===== src/rtl/rv32i_types.sv =====
// Shared fetch-stage types.
//   fetch_state_t   : fetch sequencer FSM states (IDLE, WAIT, SQUASH)
//   FETCH_BLK_BYTES : default fetch-block size in bytes (4 words of 4 bytes)
//   word_offset()   : word index of an address inside its fetch block
package rv32i_types;

    typedef enum logic [1:0] {
        IDLE   = 2'd0,
        WAIT   = 2'd1,
        SQUASH = 2'd2
    } fetch_state_t;

    localparam int FETCH_BLK_BYTES = 16;

    // Word index of addr within a block of fetch_width words (fetch_width is a power of two).
    function automatic logic [3:0] word_offset(input logic [31:0] addr, input int fetch_width);
        return 4'((addr >> 2) & 32'(fetch_width - 1));
    endfunction

endpackage


===== src/rtl/fetch_align.sv =====
// Aligns a returned fetch block to the requested PC and decides how many words to push.
// Ports:
//   rdata : returned block, word i at bits [32i+31:32i]
//   off   : word offset of the requested PC inside the block
//   space : free instruction-queue entries
//   take  : words to push = min(FETCH_WIDTH - off, min(space, FETCH_WIDTH))
//   data  : rdata shifted down by off words, words at and above take forced to zero
module fetch_align #(
    parameter int FETCH_WIDTH = 4,
    parameter int SPACE_W     = 4
) (
    input  logic [32*FETCH_WIDTH-1:0] rdata,
    input  logic [3:0]                off,
    input  logic [SPACE_W-1:0]        space,
    output logic [3:0]                take,
    output logic [32*FETCH_WIDTH-1:0] data
);

    logic [3:0] avail;
    logic [3:0] space_clamped;

    // Number of words that can be accepted from this block.
    always_comb begin
        avail = 4'(FETCH_WIDTH) - off;
        if (int'(space) > FETCH_WIDTH) begin
            space_clamped = 4'(FETCH_WIDTH);
        end else begin
            space_clamped = 4'(space);
        end
        if (space_clamped < avail) begin
            take = space_clamped;
        end else begin
            take = avail;
        end
    end

    // Word shift by off with zero fill above take.
    always_comb begin
        data = '0;
        for (int i = 0; i < FETCH_WIDTH; i++) begin
            if ((4'(i) < take) && ((int'(off) + i) < FETCH_WIDTH)) begin
                data[32*i +: 32] = rdata[32*(int'(off) + i) +: 32];
            end else begin
                data[32*i +: 32] = 32'd0;
            end
        end
    end

endmodule


===== src/rtl/fetch_sequencer.sv =====
// Fetch-stage controller: issues one aligned block read at a time at the current PC,
// pushes the useful returned words into the instruction queue and advances the PC by
// exactly the number of words pushed. A redirect squashes the in-flight read.
// Optional build macro FETCH_SEQ_PERF_EN adds saturating perf counters.
// Ports:
//   clk, rst               : clock, synchronous active-high reset
//   pc, redirect           : PC register value, mispredict redirect
//   imem_addr, imem_rmask  : registered read request (rmask 4'hF while outstanding)
//   imem_rdata, imem_resp  : returned block and completion pulse
//   iq_space               : free queue entries
//   iq_push/count/data/pc  : queue push (combinational in the response cycle)
//   move_pc, move_amount   : PC advance pulse and word count
//   perf_words/squash/stall: (FETCH_SEQ_PERF_EN only) saturating event counters
module fetch_sequencer
    import rv32i_types::*;
#(
    parameter int FETCH_WIDTH = FETCH_BLK_BYTES / 4,
    parameter int SPACE_W     = 4
) (
    input  logic                      clk,
    input  logic                      rst,
    input  logic [31:0]               pc,
    input  logic                      redirect,
    output logic [31:0]               imem_addr,
    output logic [3:0]                imem_rmask,
    input  logic [32*FETCH_WIDTH-1:0] imem_rdata,
    input  logic                      imem_resp,
    input  logic [SPACE_W-1:0]        iq_space,
    output logic                      iq_push,
    output logic [3:0]                iq_count,
    output logic [32*FETCH_WIDTH-1:0] iq_data,
    output logic [31:0]               iq_pc,
    output logic                      move_pc,
    output logic [3:0]                move_amount
`ifdef FETCH_SEQ_PERF_EN
    ,
    output logic [31:0]               perf_words,
    output logic [31:0]               perf_squash,
    output logic [31:0]               perf_stall
`endif
);

    localparam logic [31:0] ALIGN_MASK = ~32'(FETCH_WIDTH * 4 - 1);

    fetch_state_t              state;
    fetch_state_t              next_state;
    logic [31:0]               issue_pc;
    logic [3:0]                off;
    logic [3:0]                take;
    logic [32*FETCH_WIDTH-1:0] aligned_data;
    logic                      issue;

    assign off = word_offset(issue_pc, FETCH_WIDTH);

    fetch_align #(
        .FETCH_WIDTH (FETCH_WIDTH),
        .SPACE_W     (SPACE_W)
    ) u_align (
        .rdata (imem_rdata),
        .off   (off),
        .space (iq_space),
        .take  (take),
        .data  (aligned_data)
    );

    // State register.
    always_ff @(posedge clk) begin
        if (rst) begin
            state <= IDLE;
        end else begin
            state <= next_state;
        end
    end

    // Next-state logic; a response always ends the read, redirect only matters before it.
    always_comb begin
        next_state = state;
        issue      = 1'b0;
        case (state)
            IDLE: begin
                if (!redirect && (iq_space != '0)) begin
                    next_state = WAIT;
                    issue      = 1'b1;
                end else begin
                    next_state = IDLE;
                end
            end
            WAIT: begin
                if (imem_resp) begin
                    next_state = IDLE;
                end else if (redirect) begin
                    next_state = SQUASH;
                end else begin
                    next_state = WAIT;
                end
            end
            SQUASH: begin
                if (imem_resp) begin
                    next_state = IDLE;
                end else begin
                    next_state = SQUASH;
                end
            end
            default: begin
                next_state = IDLE;
            end
        endcase
    end

    // Push/move outputs; only a live response (WAIT, no redirect) with take>0 pushes.
    always_comb begin
        iq_push     = 1'b0;
        iq_count    = 4'd0;
        iq_data     = '0;
        iq_pc       = 32'd0;
        move_pc     = 1'b0;
        move_amount = 4'd0;
        if (!rst && (state == WAIT) && imem_resp && !redirect && (take != 4'd0)) begin
            iq_push     = 1'b1;
            iq_count    = take;
            iq_data     = aligned_data;
            iq_pc       = issue_pc;
            move_pc     = 1'b1;
            move_amount = take;
        end else begin
            iq_push     = 1'b0;
        end
    end

    // Request registers: captured at issue, held until the response arrives.
    always_ff @(posedge clk) begin
        if (rst) begin
            imem_addr  <= 32'd0;
            imem_rmask <= 4'h0;
            issue_pc   <= 32'd0;
        end else if (issue) begin
            imem_addr  <= pc & ALIGN_MASK;
            imem_rmask <= 4'hF;
            issue_pc   <= pc;
        end else if ((state != IDLE) && imem_resp) begin
            imem_rmask <= 4'h0;
        end else begin
            imem_rmask <= imem_rmask;
        end
    end

`ifdef FETCH_SEQ_PERF_EN
    logic [32:0] words_sum;
    assign words_sum = {1'b0, perf_words} + 33'(iq_count);

    // Saturating perf counters.
    always_ff @(posedge clk) begin
        if (rst) begin
            perf_words  <= 32'd0;
            perf_squash <= 32'd0;
            perf_stall  <= 32'd0;
        end else begin
            if (iq_push) begin
                perf_words <= words_sum[32] ? 32'hFFFF_FFFF : words_sum[31:0];
            end
            if ((state != IDLE) && imem_resp && !iq_push && (perf_squash != 32'hFFFF_FFFF)) begin
                perf_squash <= perf_squash + 32'd1;
            end
            if ((state == IDLE) && !redirect && (iq_space == '0) && (perf_stall != 32'hFFFF_FFFF)) begin
                perf_stall <= perf_stall + 32'd1;
            end
        end
    end
`endif

endmodule


===== config.mk =====
export PLATFORM = sky130hd
export DESIGN_NAME = fetch_sequencer
export DESIGN_NICKNAME = d
export VERILOG_FILES = /design/src/rtl/rv32i_types.sv /design/src/rtl/fetch_align.sv /design/src/rtl/fetch_sequencer.sv
export SDC_FILE = /design/constraint.sdc
export NUM_CORES = 1
export LEC_CHECK = 0
export CAP_MARGIN = 20
export CORE_AREA = 5 5 144 146
export CTS_BUF_LIST = sky130_fd_sc_hd__clkbuf_8
export CTS_CLUSTER_DIAMETER = 150
export DETAILED_ROUTE_END_ITERATION = 8
export DIE_AREA = 0 0 149 151
export GPL_TIMING_DRIVEN = 1
export MAX_ROUTING_LAYER = met4
export PLACE_DENSITY_LB_ADDON = 0.12
export SKIP_LAST_GASP = 1
export SLEW_MARGIN = 20
export SYNTH_ARGS = -nofsm -noshare
export SYNTH_HDL_FRONTEND = slang
export SYNTH_HIERARCHICAL = 1
export SYNTH_SLANG_ARGS = --single-unit
export TNS_END_PERCENT = 5

===== constraint.sdc =====
create_clock -name clk -period 10.9 [get_ports clk]
set_input_delay 1.635 -clock clk [delete_from_list [all_inputs] [get_ports clk]]
set_output_delay 1.635 -clock clk [all_outputs]
set_load 0.05 [all_outputs]

==> results.txt <==
commonest cells in the netlist: and2_1 (166), mux2i_1 (162), nand2b_1 (65)
Required @ worst endpoint: 9270 ps
EDFF count, synth: 0
Final Worst Setup Slack: 2840 ps
PwrDens: 62.5 mW/mm2
DRT iter0 DRCs: 278
site row count: 51
first-pass GRT wire length: 40600 um
Post-Synthesis Cells: 842
Initial Util: 33.3%
GR Overflow Total: 0
period utilisation layout: 73.9%
worst reg2reg path depth: 3
total negative setup slack: 0 ps
Root Buffer: clkbuf_8
Pre-antenna DRT Iters: 4
chip width: 149 um
Synth Flop Type: dfxtp_1
Sw Ratio: 43.0%
Critical Path Sink Type: output port
Fill cells: 1920
vias in the first global route: 6842
hold path depth: 2
IO Count: 374
status: complete, no violations
clock sink total: 35
CP max-delay cell: clkdlybuf4s50_1
Worst Path Arrival: 6420 ps
Die H: 151 um
Hold WS: 471 ps
final hold vios: 0
drt drc: 0
drt total wl: 27000 um
H-tree depth: 2
initial antenna violation count: 1
Worst Skew: 13.3 ps
Synth area leader: mux2i_1
Critical Setup Path Class: input pin to output port
largest net degree at the start of global routing: 137
CTS tree: done
Avg WL per Cell: 19.4 um
CTS hold repair buffers: 0
clock share of power: 19.5%
FFs w/ async S/R, synth: 0%
combinational power share: 56.3%
most common cell in the netlist: and2_1
slew margin rel.: 32.9%
switching power total: 272 uW
DIE AREA: 0.0225 mm2
RSZ-0062 raised after global routing: no
post-synthesis register bit count: 35
Max clock buf depth: 2
Mapped Avg Cell Area: 7.63 um2
critical path startpoint category: input pin
IR Drop Worst-Case VDD: 0.0000797 V
worst slew pin tran: 1010 ps
core box area: 0.0193 mm2
total CTS buffers: 5
post-CTS setup buffer count: 0
Period minus WS final: 8060 ps
Layout area overhead: 57.4%
HP Class: flip-flop to flip-flop
register area share after synthesis: 10.9%
Skew-Pair Late Insertion Delay: 310 ps
Netlist cell types: 43
most used cell, CP: and2_1
number of gates resized after CTS: 0
Area contributors post-synth: mux2i_1 (25%), and2_1 (16%), dfxtp_1 (11%)
CP max stage delay: 830 ps
Ys Warns: 6
max_cap viols: 0
share of post-route cells with drive strength above 1: 6.24%
cell-internal power: 360 uW
max-slew violation count: 0
Final GP Congestion: 0.868
sequential share of power: 24.1%
port bufs: 367
DP Worst Slack: 2800 ps
post-synth top area share: 25.2%
Final nets: 1297
vias per cell: 5.00
largest fanout on the critical path: 136
leakage: 0.00392 uW
clock slew at reported path FFs: 80 ps
placed wire-length estimate: 20500 um
post-route ant nets: 0
cells along the critical path: clkdlybuf4s50_1, nor2_1, and2_1, ha_1, and4bb_1, o311ai_4, and2_1, mux2i_1, nor4_1, nor3_4, buf_12, and2_1, clkdlybuf4s50_1
Setup-failing EPs final: 0
DR vias: 6941
fmax: 0.124 GHz
synthesized area: 0.00642 mm2
Tot GR Track Use: 23.4%
[cells in the final DEF, fill, tap and decap left out, types with 3 or more instances in the layout]
cell type	n
clkdlybuf4s50_1	367
and2_1	166
mux2i_1	162
nand2b_1	65
nand2_1	39
nor2_1	36
nor3_1	35
dfxtp_1	33
o211ai_1	32
o2bb2ai_1	32
and3_1	32
nor3_2	30
conb_1	15
buf_4	13
ha_1	8
inv_1	7
clkbuf_8	5
nor4_1	3
o21ai_0	3
xnor2_1	3
[critical path, delay by kind of cell]
family,cells,cell delay [ps]
mux,1,230
simple gates,7,1970
buf+inv,3,1670
compound gates,1,540
fa+ha+maj,1,240
[power by group through the flow]
stage	Combinational, uW	Sequential [uW]	Clock [uW]
CTS	353	153	129
floorplan	233	146	0
global placement	350	156	0
detailed placement	352	155	0
finish	356	153	124
global route	382	155	133
[state kept, by name, indices dropped and copies added, names as in the netlist]
| register | flops |
|---|---|
| issue_pc | 32 |
| state | 2 |
| imem_rmask | 1 |
[per-layer routing]
metal	vias up	part of all wire [%]	track usage [%]
met4	0	2.2	6.22
met3	29	6.3	3.29
met5	-	0	-
met2	279	49	39.6
met1	3215	43	29.5
li1	3418	-	-
[area by class of cell]
cell class	count	area (um2)	share of cell area, %
antenna	2	5.00	0.0495
clock buffer	5	68.8	0.680
clock inverter	3	43.8	0.433
inverter	8	30.0	0.297
multi-input combinational	688	5110	50.5
sequential	35	708	7.00
tap	265	332	3.28
timing repair buffer	383	3820	37.8
[stage by stage]
step	instance area, um2	std cells	total power [uW]	util (%)
finish	10100	1389	632	52.5
global route	10100	1389	670	52.5
CTS	10100	1385	635	52.3
detailed placement	9970	1377	507	51.7
global placement	9970	1377	506	51.7
floorplan	6470	855	379	-
[final timing paths]
kind	endpoint	slack (ps)	startpoint
worst max-delay path	iq_data[9]	2840	iq_space[3]
worst min-delay path	issue_pc[0]	470	issue_pc[0]
worst max register to register	issue_pc[19]	9380	state[0]
worst min register to register	issue_pc[0]	470	issue_pc[0]
[kinds of logic after synthesis]
logic type / count (synthesis) / synth area share (%)
AO/OA/AOI/OAI: 77 / 10.4
XOR/XNOR: 3 / 0.409
adder cells (fa/ha/maj): 8 / 1.56
buffers and inverters: 132 / 11.2
flip-flops: 35 / 10.9
multiplexers: 163 / 25.4
other: 2 / 0.117
AND/OR/NAND/NOR: 422 / 40.0
No activity file was read; power rests on OpenSTA's default activity.
==> RTL edit 1 (config.mk and constraints unchanged) <==
Put a register stage on the output `iq_pc`. The value now appears one clock later. The other outputs are not delayed to match.
--- a/src/rtl/fetch_sequencer.sv
+++ b/src/rtl/fetch_sequencer.sv
@@ -43,2 +43,4 @@
     localparam logic [31:0] ALIGN_MASK = ~32'(FETCH_WIDTH * 4 - 1);
+
+    logic [31:0] iq_pc_d;
 
@@ -114,3 +116,3 @@
         iq_data     = '0;
-        iq_pc       = 32'd0;
+        iq_pc_d     = 32'd0;
         move_pc     = 1'b0;
@@ -121,3 +123,3 @@
             iq_data     = aligned_data;
-            iq_pc       = issue_pc;
+            iq_pc_d     = issue_pc;
             move_pc     = 1'b1;
@@ -170,2 +172,6 @@
 
+    always_ff @(posedge clk) begin
+        iq_pc <= iq_pc_d;
+    end
+
 endmodule
Function: changed (a bounded check fails within 4 cycles, from zero or initial values and one cycle with rst high).
==> RTL edit 1 against the original RTL <==
Sequential cell count is 32 higher; synthesized cell count is 3.8% higher; first-iteration DRC count is 23% higher; synthesized area is 10% higher; routed wire length is 5.4% higher; setup slack better by 180 ps; cell area is 7.0% higher; power is 32% higher; critical endpoint is now iq_data[64].
==> RTL edit 1: results (changes against the original RTL) <==
Outcome
  – Status: finished clean (unchanged)

Placed design
  – Post-place setup slack: 3050 ps (was 2800 ps)
  – Post-DP HPWL: 21,000 um (was 20,500 um)
  – Routability cong.: 0.899 (was 0.868)

Layout
  – Fin area: 0.0108 mm^2 (was 0.0101 mm^2)
  – Antenna cell count: 3 (was 2)
  – Final nets: 1,333 (was 1,297)
  – Sequential share of cell area: 12.5% (was 7.00%)
  – Fillers: 1,858 (was 1,920)
  – Fraction of layout cells with a size suffix above 1: 6.71% (was 6.24%)
  – Non-Filler Instances: 1,430 (was 1,389)
  – Seq cells: 67 (was 35)
  – ClkCell Share: 1.85% (was 1.11%)
  – Clock buffer cells: 9 (was 5)
  – Biggest registers after layout: iq_pc x32, issue_pc x32, state x2 (was issue_pc x32, state x2, imem_rmask x1)

Routing
  – Post-Route WL: 28,400 um (was 27,000 um)
  – Via density: 5.00 (about the same)
  – DRT iter0 DRCs: 342 (was 278)
  – Met1 WL: 12,000 um (was 11,500 um)
  – WL met2: 13,900 um (was 13,100 um)

Synth
  – Synth top cells by count: and2_1, mux2i_1, dfxtp_1 (was and2_1, mux2i_1, nand2b_1)
  – Top cell type's share of synthesized area: 23.0% (was 25.2%)
  – Register area share after synthesis: 19.0% (was 10.9%)
  – Post-Synthesis Cells: 874 (was 842)
  – Synth area leaders: mux2i_1, dfxtp_1, and2_1, nand2b_1, buf_4 (was mux2i_1, and2_1, dfxtp_1, nand2b_1, buf_4)

Global routing
  – Number of global-route vias before repair: 7,054 (was 6,842)
  – Met2 GRT Util: 41.4% (was 39.6%)
  – Largest net degree at the start of global routing: 112 (was 137)
  – Grt met1 use: 30.1% (was 29.5%)
  – Global-route wire length before repair: 42,100 um (was 40,600 um)
  – Tot GR Track Use: 24.6% (was 23.4%)

Setup path
  – CP delay by family, top: buffers and inverters (was simple AND/OR/NAND/NOR gates)
  – Reg2reg path depth: 12 (was 3)
  – R2R Path Start: issue_pc[3]$_SDFFE_PP0P_ (was state[0]$_SDFF_PP0_)
  – Worst-path fanout max: 111 (was 136)
  – Max stage delay cell, worst path: clkdlybuf4s50_1 (unchanged)

Pwr
  – NetSw: 0.318 mW (was 0.272 mW)
  – Clk pwr share: 24.9% (was 19.5%)
  – Comb. pwr: 0.360 mW (was 0.356 mW)
  – Peak supply drop: 0.0998 mV (was 0.0797 mV)
  – Pwr dens: 77.0 mW/mm^2 (was 62.5 mW/mm^2)

Timing
  – Clk_skew: 13.9 ps (was 13.3 ps)
  – Slew @ Worst Pin: 1080 ps (was 1010 ps)

Clocking
  – Clock Latency Late Sink: 350 ps (was 310 ps)
  – H-tree depth: 3 (was 2)

Worst hold path
  – Worst Hold Depth: 1 (was 2)
  – Hold Path Origin: issue_pc[1]$_SDFFE_PP0P_ (was issue_pc[0]$_SDFFE_PP0P_)
[RTL edit 1: cell count changes in the layout (fill, tap and decap cells not counted), moves of 2 or more]
cell        change
clkbuf_8        +4
buf_4           +2
clkinvlp_4      +2
dfxtp_1        +32
[RTL edit 1: path summary, 6_finish.rpt]
| check | slack, ps | end |
|---|---|---|
| setup / recovery | 3020 | iq_data[64] |
| hold / removal | 460 | iq_pc[1]$_SDFF_PN0_ |
| setup reg to reg | 6690 | iq_pc[7]$_SDFF_PN0_ |
| hold reg to reg | 460 | iq_pc[1]$_SDFF_PN0_ |
[RTL edit 1: logic make-up (layout without fill, tap and decap cells)]
kind of cell	after synthesis	in the layout	synth area share, %
flip-flops	67	67	19.0
multiplexers	163	163	23.1
buffers and inverters	132	407	10.2
AO/OA/AOI/OAI	77	77	9.47
adder cells (fa/ha/maj)	8	8	1.42
other	2	18	0.106
XOR/XNOR	3	3	0.372
AND/OR/NAND/NOR	422	422	36.3
==> RTL edit 2 (same flow settings) <==
Without the edit above. `SPACE_W` is set to 4 in 2 places; all go to 3.
--- a/src/rtl/fetch_align.sv
+++ b/src/rtl/fetch_align.sv
@@ -9,3 +9,3 @@
     parameter int FETCH_WIDTH = 4,
-    parameter int SPACE_W     = 4
+    parameter int SPACE_W     = 3
 ) (
--- a/src/rtl/fetch_sequencer.sv
+++ b/src/rtl/fetch_sequencer.sv
@@ -17,3 +17,3 @@
     parameter int FETCH_WIDTH = FETCH_BLK_BYTES / 4,
-    parameter int SPACE_W     = 4
+    parameter int SPACE_W     = 3
 ) (
Ports: changed (resized iq_space); port bits go from 374 to 373. No check against the original RTL was run, so the function may have changed too.
==> RTL edit 2 against the original RTL <==
Power decreased by 2.8%; cell area fell by 0.92%; critical path type unchanged; count of clock-buffer cells in the layout unchanged; setup slack got worse by 460 ps; routed wire length down 1.3%; sequential cell count did not move; synthesized area grew 0.97%; utilization decreased by 0.48 points.
==> RTL edit 2: results (changes against the original RTL) <==
Setup path
  – Crit-path max cell delay: 850 ps (was 830 ps)
  – Setup crit end: iq_data[50] (was iq_data[9])
  – Max stage delay cell, worst path: nor4b_4 (was clkdlybuf4s50_1)
  – CP delay by family, top: buffers and inverters (was simple AND/OR/NAND/NOR gates)
  – R2R Path Start: issue_pc[2]$_SDFFE_PP0P_ (was state[0]$_SDFF_PP0_)
  – Reg-to-reg setup timing slack: 8770 ps (was 9380 ps)
  – Worst-path fanout max: 85 (was 136)

Worst hold path
  – WHS Endpoint: issue_pc[8]$_SDFFE_PP0P_ (was issue_pc[0]$_SDFFE_PP0P_)
  – Hold Path Origin: issue_pc[8]$_SDFFE_PP0P_ (was issue_pc[0]$_SDFFE_PP0P_)

Global routing
  – Met2 GRT Util: 40.0% (was 39.6%)
  – Grt met1 use: 28.5% (was 29.5%)
  – Initial antenna violation count: 0 (was 1)

Synth
  – Xor/xnor share of the synthesized area: 0.405% (was 0.409%)
  – Area leader, netlist: and2_1 (was mux2i_1)
  – Compound-Gate Fraction of Synth Area: 7.93% (was 10.4%)
  – Synth cell types: 51 (was 43)
  – Synth top cells by count: and2_1, a21oi_1, nor2_1 (was and2_1, mux2i_1, nand2b_1)
  – Register area share after synthesis: 10.8% (was 10.9%)
  – Avg Cell Area, Syn: 8.06 um^2 (was 7.63 um^2)

Routing
  – Via density: 4.91 (was 5.00)
  – Met1 WL: 10,900 um (was 11,500 um)
  – Met3 wire length: 1740 um (was 1690 um)
  – DRT iter0 DRCs: 339 (was 278)
  – Post-Route WL: 26,600 um (was 27,000 um)

Layout
  – Antenna cell count: 0 (was 2)
  – Fraction of layout cells with a size suffix above 1: 12.0% (was 6.24%)
  – Final nets: 1,249 (was 1,297)

Outcome
  – Status: finished clean (unchanged)

Placed design
  – Routability cong.: 0.836 (was 0.868)
  – Dpl cells: 1,334 (was 1,377)

Timing
  – Clk_skew: 6.64 ps (was 13.3 ps)
## RTL edit 2: metrics by stage
stage                     instance area [um^2]  power, mW  setup WS [ps]  hold slack (ps)
after global placement                    9910      0.487           2490              470
after CTS                                10000      0.617           2370              490
after global routing                     10000      0.650           1980              517
after floorplan                           6510      0.382           4760              444
after detailed placement                  9910      0.489           2370              475
final                                    10000      0.614           2380              489
## RTL edit 2: report_power, final
part | internal, mW | switching [mW] | total, mW
Sequential | 0.137 | 0.0135 | 0.150
Clock | 0.0694 | 0.0555 | 0.125
Combinational | 0.156 | 0.183 | 0.339
## RTL edit 2: area by class of cell
cell class                      instances  area, um^2  share of cell area, %
Multi-Input combinational cell        652        5110                   51.0
Timing Repair Buffer                  375        3730                   37.2
Sequential cell                        35         708                   7.07
Clock buffer                            5        68.8                  0.687
Inverter                                7        27.5                  0.275
Tap cell                              265         332                   3.31
Clock inverter                          3        47.5                  0.474
